File: config.mk
export PLATFORM = sky130hd
export DESIGN_NAME = window_pixel_streamer_flat
export DESIGN_NICKNAME = d
export VERILOG_FILES = /design/src/rtl/window_pixel_streamer_if.sv /design/src/rtl/window_pixel_streamer.sv /design/src/flat_wrapper.sv
export SDC_FILE = /design/constraint.sdc
export NUM_CORES = 1
export LEC_CHECK = 0
export CORE_UTILIZATION = 53
export DETAILED_ROUTE_END_ITERATION = 10
export PLACE_DENSITY_LB_ADDON = 0.2
export REMOVE_ABC_BUFFERS = 1
export SLEW_MARGIN = 20
export SYNTH_ARGS = -nofsm -noshare
export SYNTH_HDL_FRONTEND = slang
export SYNTH_SLANG_ARGS = --single-unit
File: constraint.sdc
create_clock -name clk -period 6.75 [get_ports clk]
set_clock_uncertainty 0.05 [all_clocks]
set_input_delay 1.35 -clock clk [delete_from_list [all_inputs] [get_ports clk]]
set_output_delay 1.35 -clock clk [all_outputs]
set_load 0.05 [all_outputs]
File: src/rtl/window_pixel_streamer_if.sv
// Request, fraction-beat, memory and pixel-stream signals of window_pixel_streamer.
// The master modport is the streamer and the slave modport is its environment.
interface window_pixel_streamer_if #(
    parameter int pix_width  = 9,
    parameter int dec_width  = 15,
    parameter int int_width  = 10,
    parameter int addr_width = 20
);
    logic [4:0]            win_dim;
    logic                  req_val;
    logic                  req_rdy;
    logic [int_width-1:0]  req_x_int;
    logic [int_width-1:0]  req_y_int;
    logic [dec_width-1:0]  req_x_dec;
    logic [dec_width-1:0]  req_y_dec;
    logic [dec_width-1:0]  feature_x_dec;
    logic [dec_width-1:0]  feature_y_dec;
    logic                  feature_val;
    logic                  mem_req_val;
    logic                  mem_req_rdy;
    logic [addr_width-1:0] mem_req_addr;
    logic                  mem_resp_val;
    logic [pix_width-1:0]  mem_resp_data;
    logic [pix_width-1:0]  pix;
    logic                  pix_val;
    logic                  pix_rdy;
    logic [4:0]            row_counter;
    logic [4:0]            col_counter;
    logic                  done;

    modport master (
        input  win_dim, req_val, req_x_int, req_y_int, req_x_dec, req_y_dec,
               mem_req_rdy, mem_resp_val, mem_resp_data, pix_rdy,
        output req_rdy, feature_x_dec, feature_y_dec, feature_val, mem_req_val,
               mem_req_addr, pix, pix_val, row_counter, col_counter, done
    );

    modport slave (
        output win_dim, req_val, req_x_int, req_y_int, req_x_dec, req_y_dec,
               mem_req_rdy, mem_resp_val, mem_resp_data, pix_rdy,
        input  req_rdy, feature_x_dec, feature_y_dec, feature_val, mem_req_val,
               mem_req_addr, pix, pix_val, row_counter, col_counter, done
    );
endinterface

File: src/rtl/window_pixel_streamer.sv
// Latches one feature request, emits its fraction beat, then fetches and streams the
// (win_dim+1)^2 pixel window row-major. Optional edge clamp: WINDOW_PIXEL_STREAMER_CLAMP_EN.
module window_pixel_streamer #(
    parameter int pix_width  = 9,
    parameter int dec_width  = 15,
    parameter int int_width  = 10,
    parameter int img_w      = 16,
    parameter int img_h      = 16,
    parameter int addr_width = 20,
    parameter int buf_depth  = 4
) (
    input  logic clk,
    input  logic reset,
    window_pixel_streamer_if.master bus
);
    localparam int CNT_W = $clog2(buf_depth + 1);
    localparam int PTR_W = (buf_depth > 1) ? $clog2(buf_depth) : 1;
    localparam int TOT_W = 12;
    localparam int POS_W = int_width + 2;

    typedef enum logic [1:0] {IDLE, FEAT, STREAM, DRAIN} state_e;

    state_e                state_q, state_d;
    logic [int_width-1:0]  x_int_q, x_int_d, y_int_q, y_int_d;
    logic [dec_width-1:0]  x_dec_q, x_dec_d, y_dec_q, y_dec_d;
    logic [4:0]            win_dim_q, win_dim_d;
    logic [4:0]            row_q, row_d, col_q, col_d;
    logic [CNT_W-1:0]      in_flight_q, in_flight_d, count_q, count_d;
    logic [PTR_W-1:0]      wr_ptr_q, wr_ptr_d, rd_ptr_q, rd_ptr_d;
    logic [TOT_W-1:0]      popped_q, popped_d;
    logic                  done_q, done_d;
    logic [pix_width-1:0]  buf_q [buf_depth];

    logic [CNT_W:0]        credit_s;
    logic                  active_s, mem_req_val_s, issue_s, push_s, pop_s;
    logic                  last_issue_s, last_pop_s;
    logic [5:0]            extent_s;
    logic [TOT_W-1:0]      total_s;
    logic [4:0]            half_s;
    logic [POS_W-1:0]      col_eff_s, row_eff_s;
    logic [addr_width-1:0] addr_s;

    function automatic logic [PTR_W-1:0] ptr_inc(input logic [PTR_W-1:0] p);
        logic [PTR_W-1:0] r;
        if (p == PTR_W'(buf_depth - 1)) begin
            r = {PTR_W{1'b0}};
        end else begin
            r = p + PTR_W'(1);
        end
        return r;
    endfunction

    // Credit = reads in flight + buffered pixels; issuing is allowed only below buf_depth.
    always_comb begin
        credit_s      = {1'b0, in_flight_q} + {1'b0, count_q};
        active_s      = (state_q == STREAM) || (state_q == DRAIN);
        mem_req_val_s = (state_q == STREAM) && (credit_s < (CNT_W + 1)'(buf_depth));
        issue_s       = mem_req_val_s && bus.mem_req_rdy;
        push_s        = active_s && bus.mem_resp_val;
        pop_s         = (count_q != {CNT_W{1'b0}}) && bus.pix_rdy;
        last_issue_s  = issue_s && (col_q == win_dim_q) && (row_q == win_dim_q);
        extent_s      = {1'b0, win_dim_q} + 6'd1;
        total_s       = TOT_W'(extent_s) * TOT_W'(extent_s);
        last_pop_s    = pop_s && (popped_q == (total_s - 12'd1));
    end

`ifdef WINDOW_PIXEL_STREAMER_CLAMP_EN
    localparam logic signed [POS_W-1:0] COL_MAX = POS_W'(img_w - 1);
    localparam logic signed [POS_W-1:0] ROW_MAX = POS_W'(img_h - 1);
    logic signed [POS_W-1:0] col_pos_s, row_pos_s;

    // Signed window position, clamped onto the image so edge pixels are replicated.
    always_comb begin
        half_s    = win_dim_q >> 1;
        col_pos_s = $signed({2'b00, x_int_q}) - $signed(POS_W'(half_s)) + $signed(POS_W'(col_q));
        row_pos_s = $signed({2'b00, y_int_q}) - $signed(POS_W'(half_s)) + $signed(POS_W'(row_q));
        if (col_pos_s[POS_W-1]) begin
            col_eff_s = {POS_W{1'b0}};
        end else if (col_pos_s > COL_MAX) begin
            col_eff_s = COL_MAX;
        end else begin
            col_eff_s = col_pos_s;
        end
        if (row_pos_s[POS_W-1]) begin
            row_eff_s = {POS_W{1'b0}};
        end else if (row_pos_s > ROW_MAX) begin
            row_eff_s = ROW_MAX;
        end else begin
            row_eff_s = row_pos_s;
        end
        addr_s = addr_width'(row_eff_s) * addr_width'(img_w) + addr_width'(col_eff_s);
    end
`else
    // Window position wraps modulo 2^int_width; the caller keeps the window inside the image.
    always_comb begin
        half_s    = win_dim_q >> 1;
        col_eff_s = {2'b00, x_int_q - int_width'(half_s) + int_width'(col_q)};
        row_eff_s = {2'b00, y_int_q - int_width'(half_s) + int_width'(row_q)};
        addr_s    = addr_width'(row_eff_s) * addr_width'(img_w) + addr_width'(col_eff_s);
    end
`endif

    // Next-state logic for the request FSM, issue counters and buffer bookkeeping.
    always_comb begin
        state_d   = state_q;
        x_int_d   = x_int_q;
        y_int_d   = y_int_q;
        x_dec_d   = x_dec_q;
        y_dec_d   = y_dec_q;
        win_dim_d = win_dim_q;
        row_d     = row_q;
        col_d     = col_q;
        done_d    = 1'b0;
        popped_d  = popped_q + TOT_W'(pop_s);
        case (state_q)
            IDLE: begin
                if (bus.req_val) begin
                    x_int_d   = bus.req_x_int;
                    y_int_d   = bus.req_y_int;
                    x_dec_d   = bus.req_x_dec;
                    y_dec_d   = bus.req_y_dec;
                    win_dim_d = bus.win_dim;
                    row_d     = 5'd0;
                    col_d     = 5'd0;
                    popped_d  = {TOT_W{1'b0}};
                    state_d   = FEAT;
                end else begin
                    state_d   = IDLE;
                end
            end
            FEAT: begin
                state_d = STREAM;
            end
            STREAM: begin
                if (issue_s) begin
                    if (col_q == win_dim_q) begin
                        col_d = 5'd0;
                        row_d = row_q + 5'd1;
                    end else begin
                        col_d = col_q + 5'd1;
                    end
                    state_d = last_issue_s ? DRAIN : STREAM;
                end else begin
                    state_d = STREAM;
                end
            end
            DRAIN: begin
                if (last_pop_s) begin
                    done_d  = 1'b1;
                    state_d = IDLE;
                end else begin
                    state_d = DRAIN;
                end
            end
            default: begin
                state_d = IDLE;
            end
        endcase

        case ({issue_s, push_s})
            2'b10:   in_flight_d = in_flight_q + CNT_W'(1);
            2'b01:   in_flight_d = in_flight_q - CNT_W'(1);
            default: in_flight_d = in_flight_q;
        endcase

        case ({push_s, pop_s})
            2'b10:   count_d = count_q + CNT_W'(1);
            2'b01:   count_d = count_q - CNT_W'(1);
            default: count_d = count_q;
        endcase

        wr_ptr_d = push_s ? ptr_inc(wr_ptr_q) : wr_ptr_q;
        rd_ptr_d = pop_s ? ptr_inc(rd_ptr_q) : rd_ptr_q;
    end

    // Control state registers.
    always_ff @(posedge clk) begin
        if (reset) begin
            state_q     <= IDLE;
            x_int_q     <= {int_width{1'b0}};
            y_int_q     <= {int_width{1'b0}};
            x_dec_q     <= {dec_width{1'b0}};
            y_dec_q     <= {dec_width{1'b0}};
            win_dim_q   <= 5'd0;
            row_q       <= 5'd0;
            col_q       <= 5'd0;
            in_flight_q <= {CNT_W{1'b0}};
            count_q     <= {CNT_W{1'b0}};
            wr_ptr_q    <= {PTR_W{1'b0}};
            rd_ptr_q    <= {PTR_W{1'b0}};
            popped_q    <= {TOT_W{1'b0}};
            done_q      <= 1'b0;
        end else begin
            state_q     <= state_d;
            x_int_q     <= x_int_d;
            y_int_q     <= y_int_d;
            x_dec_q     <= x_dec_d;
            y_dec_q     <= y_dec_d;
            win_dim_q   <= win_dim_d;
            row_q       <= row_d;
            col_q       <= col_d;
            in_flight_q <= in_flight_d;
            count_q     <= count_d;
            wr_ptr_q    <= wr_ptr_d;
            rd_ptr_q    <= rd_ptr_d;
            popped_q    <= popped_d;
            done_q      <= done_d;
        end
    end

    // Response buffer storage; pix always comes from here, never straight from memory.
    always_ff @(posedge clk) begin
        if (reset) begin
            for (int i = 0; i < buf_depth; i++) begin
                buf_q[i] <= {pix_width{1'b0}};
            end
        end else if (push_s) begin
            buf_q[wr_ptr_q] <= bus.mem_resp_data;
        end
    end

    assign bus.req_rdy       = (state_q == IDLE);
    assign bus.feature_val   = (state_q == FEAT);
    assign bus.feature_x_dec = x_dec_q;
    assign bus.feature_y_dec = y_dec_q;
    assign bus.mem_req_val   = mem_req_val_s;
    assign bus.mem_req_addr  = addr_s;
    assign bus.pix_val       = (count_q != {CNT_W{1'b0}});
    assign bus.pix           = buf_q[rd_ptr_q];
    assign bus.row_counter   = row_q;
    assign bus.col_counter   = col_q;
    assign bus.done          = done_q;
endmodule

File: src/flat_wrapper.sv
// flat-port wrapper written by rule: the top's interface ports become plain ports
module window_pixel_streamer_flat 
#(
    parameter int pix_width  = 9,
    parameter int dec_width  = 15,
    parameter int int_width  = 10,
    parameter int img_w      = 16,
    parameter int img_h      = 16,
    parameter int addr_width = 20,
    parameter int buf_depth  = 4
)
  (clk, reset, bus_win_dim, bus_req_val, bus_req_x_int, bus_req_y_int, bus_req_x_dec, bus_req_y_dec, bus_mem_req_rdy, bus_mem_resp_val, bus_mem_resp_data, bus_pix_rdy, bus_req_rdy, bus_feature_x_dec, bus_feature_y_dec, bus_feature_val, bus_mem_req_val, bus_mem_req_addr, bus_pix, bus_pix_val, bus_row_counter, bus_col_counter, bus_done);
  window_pixel_streamer_if #(.pix_width(pix_width), .dec_width(dec_width), .int_width(int_width), .addr_width(addr_width)) bus_i ();
  input  logic clk;
  input  logic reset;
  input wire logic [$bits(bus_i.win_dim)-1:0] bus_win_dim;
  input wire logic [$bits(bus_i.req_val)-1:0] bus_req_val;
  input wire logic [$bits(bus_i.req_x_int)-1:0] bus_req_x_int;
  input wire logic [$bits(bus_i.req_y_int)-1:0] bus_req_y_int;
  input wire logic [$bits(bus_i.req_x_dec)-1:0] bus_req_x_dec;
  input wire logic [$bits(bus_i.req_y_dec)-1:0] bus_req_y_dec;
  input wire logic [$bits(bus_i.mem_req_rdy)-1:0] bus_mem_req_rdy;
  input wire logic [$bits(bus_i.mem_resp_val)-1:0] bus_mem_resp_val;
  input wire logic [$bits(bus_i.mem_resp_data)-1:0] bus_mem_resp_data;
  input wire logic [$bits(bus_i.pix_rdy)-1:0] bus_pix_rdy;
  output wire logic [$bits(bus_i.req_rdy)-1:0] bus_req_rdy;
  output wire logic [$bits(bus_i.feature_x_dec)-1:0] bus_feature_x_dec;
  output wire logic [$bits(bus_i.feature_y_dec)-1:0] bus_feature_y_dec;
  output wire logic [$bits(bus_i.feature_val)-1:0] bus_feature_val;
  output wire logic [$bits(bus_i.mem_req_val)-1:0] bus_mem_req_val;
  output wire logic [$bits(bus_i.mem_req_addr)-1:0] bus_mem_req_addr;
  output wire logic [$bits(bus_i.pix)-1:0] bus_pix;
  output wire logic [$bits(bus_i.pix_val)-1:0] bus_pix_val;
  output wire logic [$bits(bus_i.row_counter)-1:0] bus_row_counter;
  output wire logic [$bits(bus_i.col_counter)-1:0] bus_col_counter;
  output wire logic [$bits(bus_i.done)-1:0] bus_done;
  assign bus_i.win_dim = bus_win_dim;
  assign bus_i.req_val = bus_req_val;
  assign bus_i.req_x_int = bus_req_x_int;
  assign bus_i.req_y_int = bus_req_y_int;
  assign bus_i.req_x_dec = bus_req_x_dec;
  assign bus_i.req_y_dec = bus_req_y_dec;
  assign bus_i.mem_req_rdy = bus_mem_req_rdy;
  assign bus_i.mem_resp_val = bus_mem_resp_val;
  assign bus_i.mem_resp_data = bus_mem_resp_data;
  assign bus_i.pix_rdy = bus_pix_rdy;
  assign bus_req_rdy = bus_i.req_rdy;
  assign bus_feature_x_dec = bus_i.feature_x_dec;
  assign bus_feature_y_dec = bus_i.feature_y_dec;
  assign bus_feature_val = bus_i.feature_val;
  assign bus_mem_req_val = bus_i.mem_req_val;
  assign bus_mem_req_addr = bus_i.mem_req_addr;
  assign bus_pix = bus_i.pix;
  assign bus_pix_val = bus_i.pix_val;
  assign bus_row_counter = bus_i.row_counter;
  assign bus_col_counter = bus_i.col_counter;
  assign bus_done = bus_i.done;
  window_pixel_streamer #(.pix_width(pix_width), .dec_width(dec_width), .int_width(int_width), .img_w(img_w), .img_h(img_h), .addr_width(addr_width), .buf_depth(buf_depth)) u_core (.clk(clk), .reset(reset), .bus(bus_i));
endmodule
# Yosys cells after proc, flatten, opt, wreduce, memory -nomap -nowiden
# Memories as Yosys holds them, arrays and structs flattened. A register that Yosys moved wholly into a read port is not among the register bits.
# Cells that the tools add are included.
# word_totals
reg_bits,90
latchBits,0
ram_bits,36
rom_bits,0
out_inout_bits,74
word_cells,97
mem_count,1
# mem_list
name,words,word_bits,read_ports,rd_ports_with_merged_regs,write_ports,line,source
u_core.buf_q,4,9,1,1,4,window_pixel_streamer.sv:32,logic [pix_width-1:0] buf_q [buf_depth];
# classes
add_sub_neg,17
multipliers,1
div,0
magnitude_cmp,1
n_eq_ne,15
shift,0
muxes,29
bitwise_logic,1
n_reduce_logical,18
# ops
cell,n
5-bit 2-to-1 mux,5
12-bit 2-to-1 mux,2
10-bit by 5-bit adder with 10-bit output,2
5-bit case mux with 2 select lines,2
10-bit by 4-bit subtractor with 10-bit output,2
14-bit by 10-bit adder with 15-bit output,1
2-bit 2-to-1 mux,7
12-bit by 1-bit adder with 12-bit output,1
12-bit == test,1
2-bit == test (second input constant),6
6-bit by 6-bit multiplier with 12-bit output,1
3-bit case mux with 2 select lines,2
12-bit by 1-bit subtractor with 12-bit output (second input constant),1
5-bit by 1-bit adder with 5-bit output (second input constant),2
5-bit == test,2
1-bit 2-to-1 mux,9
9-bit 2-to-1 mux,1
9-bit OR reduction,1
2-bit case mux with 4 select lines,1
1-bit logical AND,7
3-bit by 1-bit adder with 3-bit output (second input constant),2
5-bit by 1-bit adder with 6-bit output (second input constant),1
2-bit by 1-bit == test with 1-bit output (second input constant),3
2-bit nonzero test,3
other kinds (14),17

# Logic depth before layout (Yosys ltp)
# logic_depth
word_depth,9
depth_mapped,20
mapped_depth_nobuf,20

# Worst setup path after synthesis
# No wires, ideal clock.
# synth_timing
path_kind,register -> output
from,"register u_core.col_q[1], in the netlist u_core.bus.col_counter[1]"
to,output bus_mem_req_addr[14]
t_arrival_ps,5159
path_slack_ps,191
stages_incl_launch_ff,18
path_buffers,0
path_cell_list,dfxtp_1 > inv_1 > fa_1 > inv_1 > ha_1 > a21o_1 > a21oi_1 > o21bai_1 > a21oi_1 > xnor2_1 > inv_1 > fa_1 > nor2b_1 > o21ai_0 > a21boi_0 > o21a_1 > o21ai_0 > nor4_1
# synth_between
elab_chain_len,2
# synth_lines
element,line,source
"start, declared",window_pixel_streamer.sv:27,"logic [4:0] row_q, row_d, col_q, col_d;"
"start signal, assigned",window_pixel_streamer.sv:201,col_q <= col_d;
10-bit by 5-bit adder with 10-bit output,window_pixel_streamer.sv:97,"col_eff_s = {2'b00, x_int_q - int_width'(half_s) + int_width'(col_q)};"
14-bit by 10-bit adder with 15-bit output,window_pixel_streamer.sv:99,addr_s = addr_width'(row_eff_s) * addr_width'(img_w) + addr_width'(col_eff_s);
"end, declared",flat_wrapper.sv:31,output wire logic [$bits(bus_i.mem_req_addr)-1:0] bus_mem_req_addr;
# Every way passes these cells.

# Final worst setup path
# layout_timing
from,"register u_core.col_q[1], in the netlist u_core.bus.col_counter[1]"
to,output bus_mem_req_addr[11]
# The elaborated chain is that of the path after synthesis.

==> results.yml <==
power_and_ir_drop:
  peakVddDrop_v: 0.000661
  internal_power_w: 0.00200
  cellLeakagePower_nw: 4.04
  clkPwrFrac_pct: 29.4
  p_seq_share_pct: 26.6
  combPwrFrac_pct: 44.0
  switchingPower_w: 0.00127
  sw_frac_of_total_pct: 38.8
  powerDensity_mw_per_mm2: 331
  power_w: 0.00327
place:
  place_hpwl_mm: 12.0
  placed_area_mm2: 0.00926
  gp_congestion: 0.809
  port_buffers: 138
yosys:
  seq_area_frac_synth_pct: 37.8
  synth_top_area_cell: "dfxtp_1"
  synth_common_cells: "nand2_1 (138), dfxtp_1 (92), inv_1 (88), a21oi_1 (84), ha_1 (64)"
  async_flop_share_pct: 0
  synth_area_per_cell_um2: 9.02
  synth_ff_type: "dfxtp_1"
  synth_cells: 857
  yosysMostFrequentCell: "nand2_1"
  yosys_register_bits: 128
  synth_edf_count: 36
  ys_types: 58
  ys_warn_count: 0
  syn_area_mm2: 0.00773
  synth_area_leaders: "dfxtp_1 (24%), edfxtp_1 (14%), ha_1 (10%)"
  yosysTopAreaCellShare_pct: 23.8
floorplan:
  die_h_um: 123
  core_area_mm2: 0.0140
  rows: 43
  start_util_pct: 55.0
  boundaryPins: 144
  dieArea_mm2: 0.0151
  die_w_um: 123
detailed_routing:
  via_count: 6078
  viasPerCell: 5.14
  wl_per_cell_um: 14.4
  drc: 0
  postRouteWirelength_mm: 17.0
  ant_nets: 0
  drt_iter0_markers: 371
  drt_first_pass_iters: 4
clock_network:
  cts.root.buffer_cell: "clkbuf_16"
  cts_sinks: 128
  clk-insertion-delay-late_ns: 0.41
  clk_path_buf_depth: 2
  cts_buffers: 17
  ctsHoldBuffers: 0
  cts_tree: "done"
  path_clk_slew_ns: 0.06
  htreeDepth: 4
global_routing:
  grt_pass1_wl_mm: 28.0
  first_global_vias: 5963
  grt_use_total_pct: 23.9
  grt_overflow: 0
  grt_max_degree: 75
  antenna_found_initial: 0
timing:
  tns_ns: 0
  slew_violations: 0
  period_needed_ns: 6.39
  hold_slack_ns: 0.401
  setup_viol: 0
  tightest_slew_ns: 0.884
  fin_crit_sh_pct: 94.7
  fmax_mhz: 156
  rsz0062_at_grt: "no"
  slew_headroom_pct: 40.9
  hold_viol: 0
critical_path:
  rr_worst_depth: 17
  required_ns: 5.35
  reg2reg_slack_ns: 0.94
  r2r_end: "u_core.state_q[0]"
  cp_max_fo: 5
  end_kind: "output port"
  r2r-start: "u_core.win_dim_q[0]"
  worstSetupStartpointType: "register"
  setup.worst_path.class: "register to output port"
  cp.arrival_ns: 4.99
hold_path:
  whs_path_depth: 2
  hold_class: "register to register"
  min_from: "u_core.bus.feature_y_dec[11]"
  holdPathEnd: "u_core.bus.feature_y_dec[11]"
layout:
  drive_gt1_share_pct: 6.48
  design_area_mm2: 0.00989
  fillCellCount: 1108
  seq_area_mm2: 0.00292
  nets: 1146
  antenna_cells: 0
  multi_input_area_mm2: 0.00436
  area_delta_synth_final_pct: 27.9
run_status:
  outcome: "finished, final reports clean"
run:
  drv_cap: 0
[critical path: stages, from the launching register on]
cell and delay (ns):
dfxtp_1 0.41, inv_1 0.10, fa_1 0.60, inv_1 0.06
ha_1 0.28, a21o_1 0.15, a21oi_1 0.21, o21bai_1 0.13
a2111o_1 0.43, a31o_2 0.23, a21oi_1 0.18, xnor2_1 0.14
ha_1 0.27, o211a_1 0.13, o21ai_0 0.26, xor2_1 0.17
clkdlybuf4s50_1 0.82
[cells in the final DEF, fill, tap and decap left out, types with 2 or more instances in the layout]
cell type / netlist / final
dfxtp_1: 92 / 92
a21oi_1: 84 / 84
o21a_1: 4 / 4
nor2_1: 55 / 55
a21boi_0: 2 / 2
nor4b_2: 0 / 2
o21ai_0: 16 / 16
and2_1: 39 / 38
clkdlybuf4s50_1: 0 / 134
nor2b_1: 5 / 5
inv_6: 0 / 3
ha_1: 64 / 64
nor4_1: 3 / 3
clkbuf_16: 0 / 17
a31o_2: 2 / 2
mux2i_1: 3 / 3
edfxtp_1: 36 / 36
o21bai_1: 6 / 6
xor2_1: 27 / 27
xnor2_1: 48 / 48
or3_1: 6 / 6
nand2_1: 138 / 137
inv_1: 88 / 88
dlymetal6s2s_1: 0 / 3
or4_1: 2 / 2
clkinv_1: 0 / 2
buf_4: 5 / 7
bufinv_16: 0 / 4
mux4_2: 9 / 9
o2111ai_1: 2 / 2
or2_2: 7 / 7
nand3_1: 9 / 9
conb_1: 2 / 9
fa_1: 22 / 22
nor3_1: 10 / 10
nand2b_1: 3 / 3
a21o_1: 3 / 3
nand4_1: 7 / 7
clkinvlp_4: 0 / 4
[worst max-delay path by stage]
stage | start | to | slack, ns | depth (start not counted)
2_1_floorplan | u_core.bus.col_counter[1] | bus_mem_req_addr[14] | 0.19 | 17
3_3_place_gp | u_core.bus.col_counter[1] | bus_mem_req_addr[12] | 0.77 | 19
3_5_place_dp | u_core.bus.col_counter[1] | bus_mem_req_addr[12] | 0.69 | 19
4_1_cts | u_core.bus.col_counter[1] | bus_mem_req_addr[12] | 0.22 | 19
5_1_grt | u_core.bus.col_counter[1] | bus_mem_req_addr[10] | 0.05 | 18
6_report | u_core.bus.col_counter[1] | bus_mem_req_addr[11] | 0.36 | 16
[sequential cells by signal, summed over array words and instances (netlist names), named ones only]
register,cells
u_core.win_dim_q,5
u_core.popped_q,12
u_core.state_q,2
u_core.bus.col_counter,5
u_core.y_int_q,10
u_core.rd_ptr_q,2
u_core.in_flight_q,3
u_core.bus.done,1
u_core.x_int_q,10
u_core.bus.row_counter,5
u_core.buf_q,36
u_core.count_q,3
u_core.bus.feature_y_dec,15
u_core.bus.feature_x_dec,15
u_core.wr_ptr_q,2
[routing by layer]
layer | track usage (%) | part of all wire (%) | vias up
met5 | 0 | 0 | -
met4 | 7.32 | 1.0 | 0
met3 | 5.48 | 3.8 | 14
met2 | 41.5 | 51 | 105
met1 | 29.2 | 44 | 2875
li1 | - | - | 3084
[layout make-up]
cell class	count	share of cell area, %
inverters	88	3.34
repair buffers	145	14.5
flip-flops and latches	128	29.6
multi-input cells	610	44.1
clock inverters	14	1.91
well taps	180	2.28
clock buffers	18	4.34
[power groups by stage]
| stage | Combinational, W | Clock [W] | Sequential, W |
|---|---|---|---|
| 5_1_grt | 0.00156 | 0.00101 | 0.000878 |
| 3_5_place_dp | 0.00143 | 0 | 0.000888 |
| 6_report | 0.00144 | 0.000963 | 0.000871 |
| 2_1_floorplan | 0.000984 | 0 | 0.000929 |
| 3_3_place_gp | 0.00142 | 0 | 0.000886 |
| 4_1_cts | 0.00145 | 0.000973 | 0.000872 |
[through the flow]
step           util, %  setup slack [ns]  cells
2_1_floorplan        -             0.191    826
3_3_place_gp      66.0             0.769   1151
3_5_place_dp      66.0             0.689   1151
4_1_cts           70.4             0.219   1183
5_1_grt           70.4            0.0516   1183
6_report          70.4             0.357   1183
[kinds of logic (layout without fill, tap and decap cells)]
family                     after synthesis  after routing  synth area share, %
and+or+nand+nor                        295            295                 17.9
AOI/OAI and AO/OA                      132            132                 10.0
DFF                                    128            128                 37.8
buffers and inverters                  126            265                 6.38
adders and majority gates               86             86                 16.1
xor gates and xnor gates                76             76                 8.71
muxes                                   12             12                 3.01
other                                    2              9               0.0972
[repair_timing]
| item | 4_1_cts | 5_1_grt |
|---|---|---|
| buffers inserted | 0 | 0 |
| setup endpoints to repair | 0 | 3 |
| resized for setup | 0 | 3 |
Note: power is estimated with default switching activity, not from simulation.
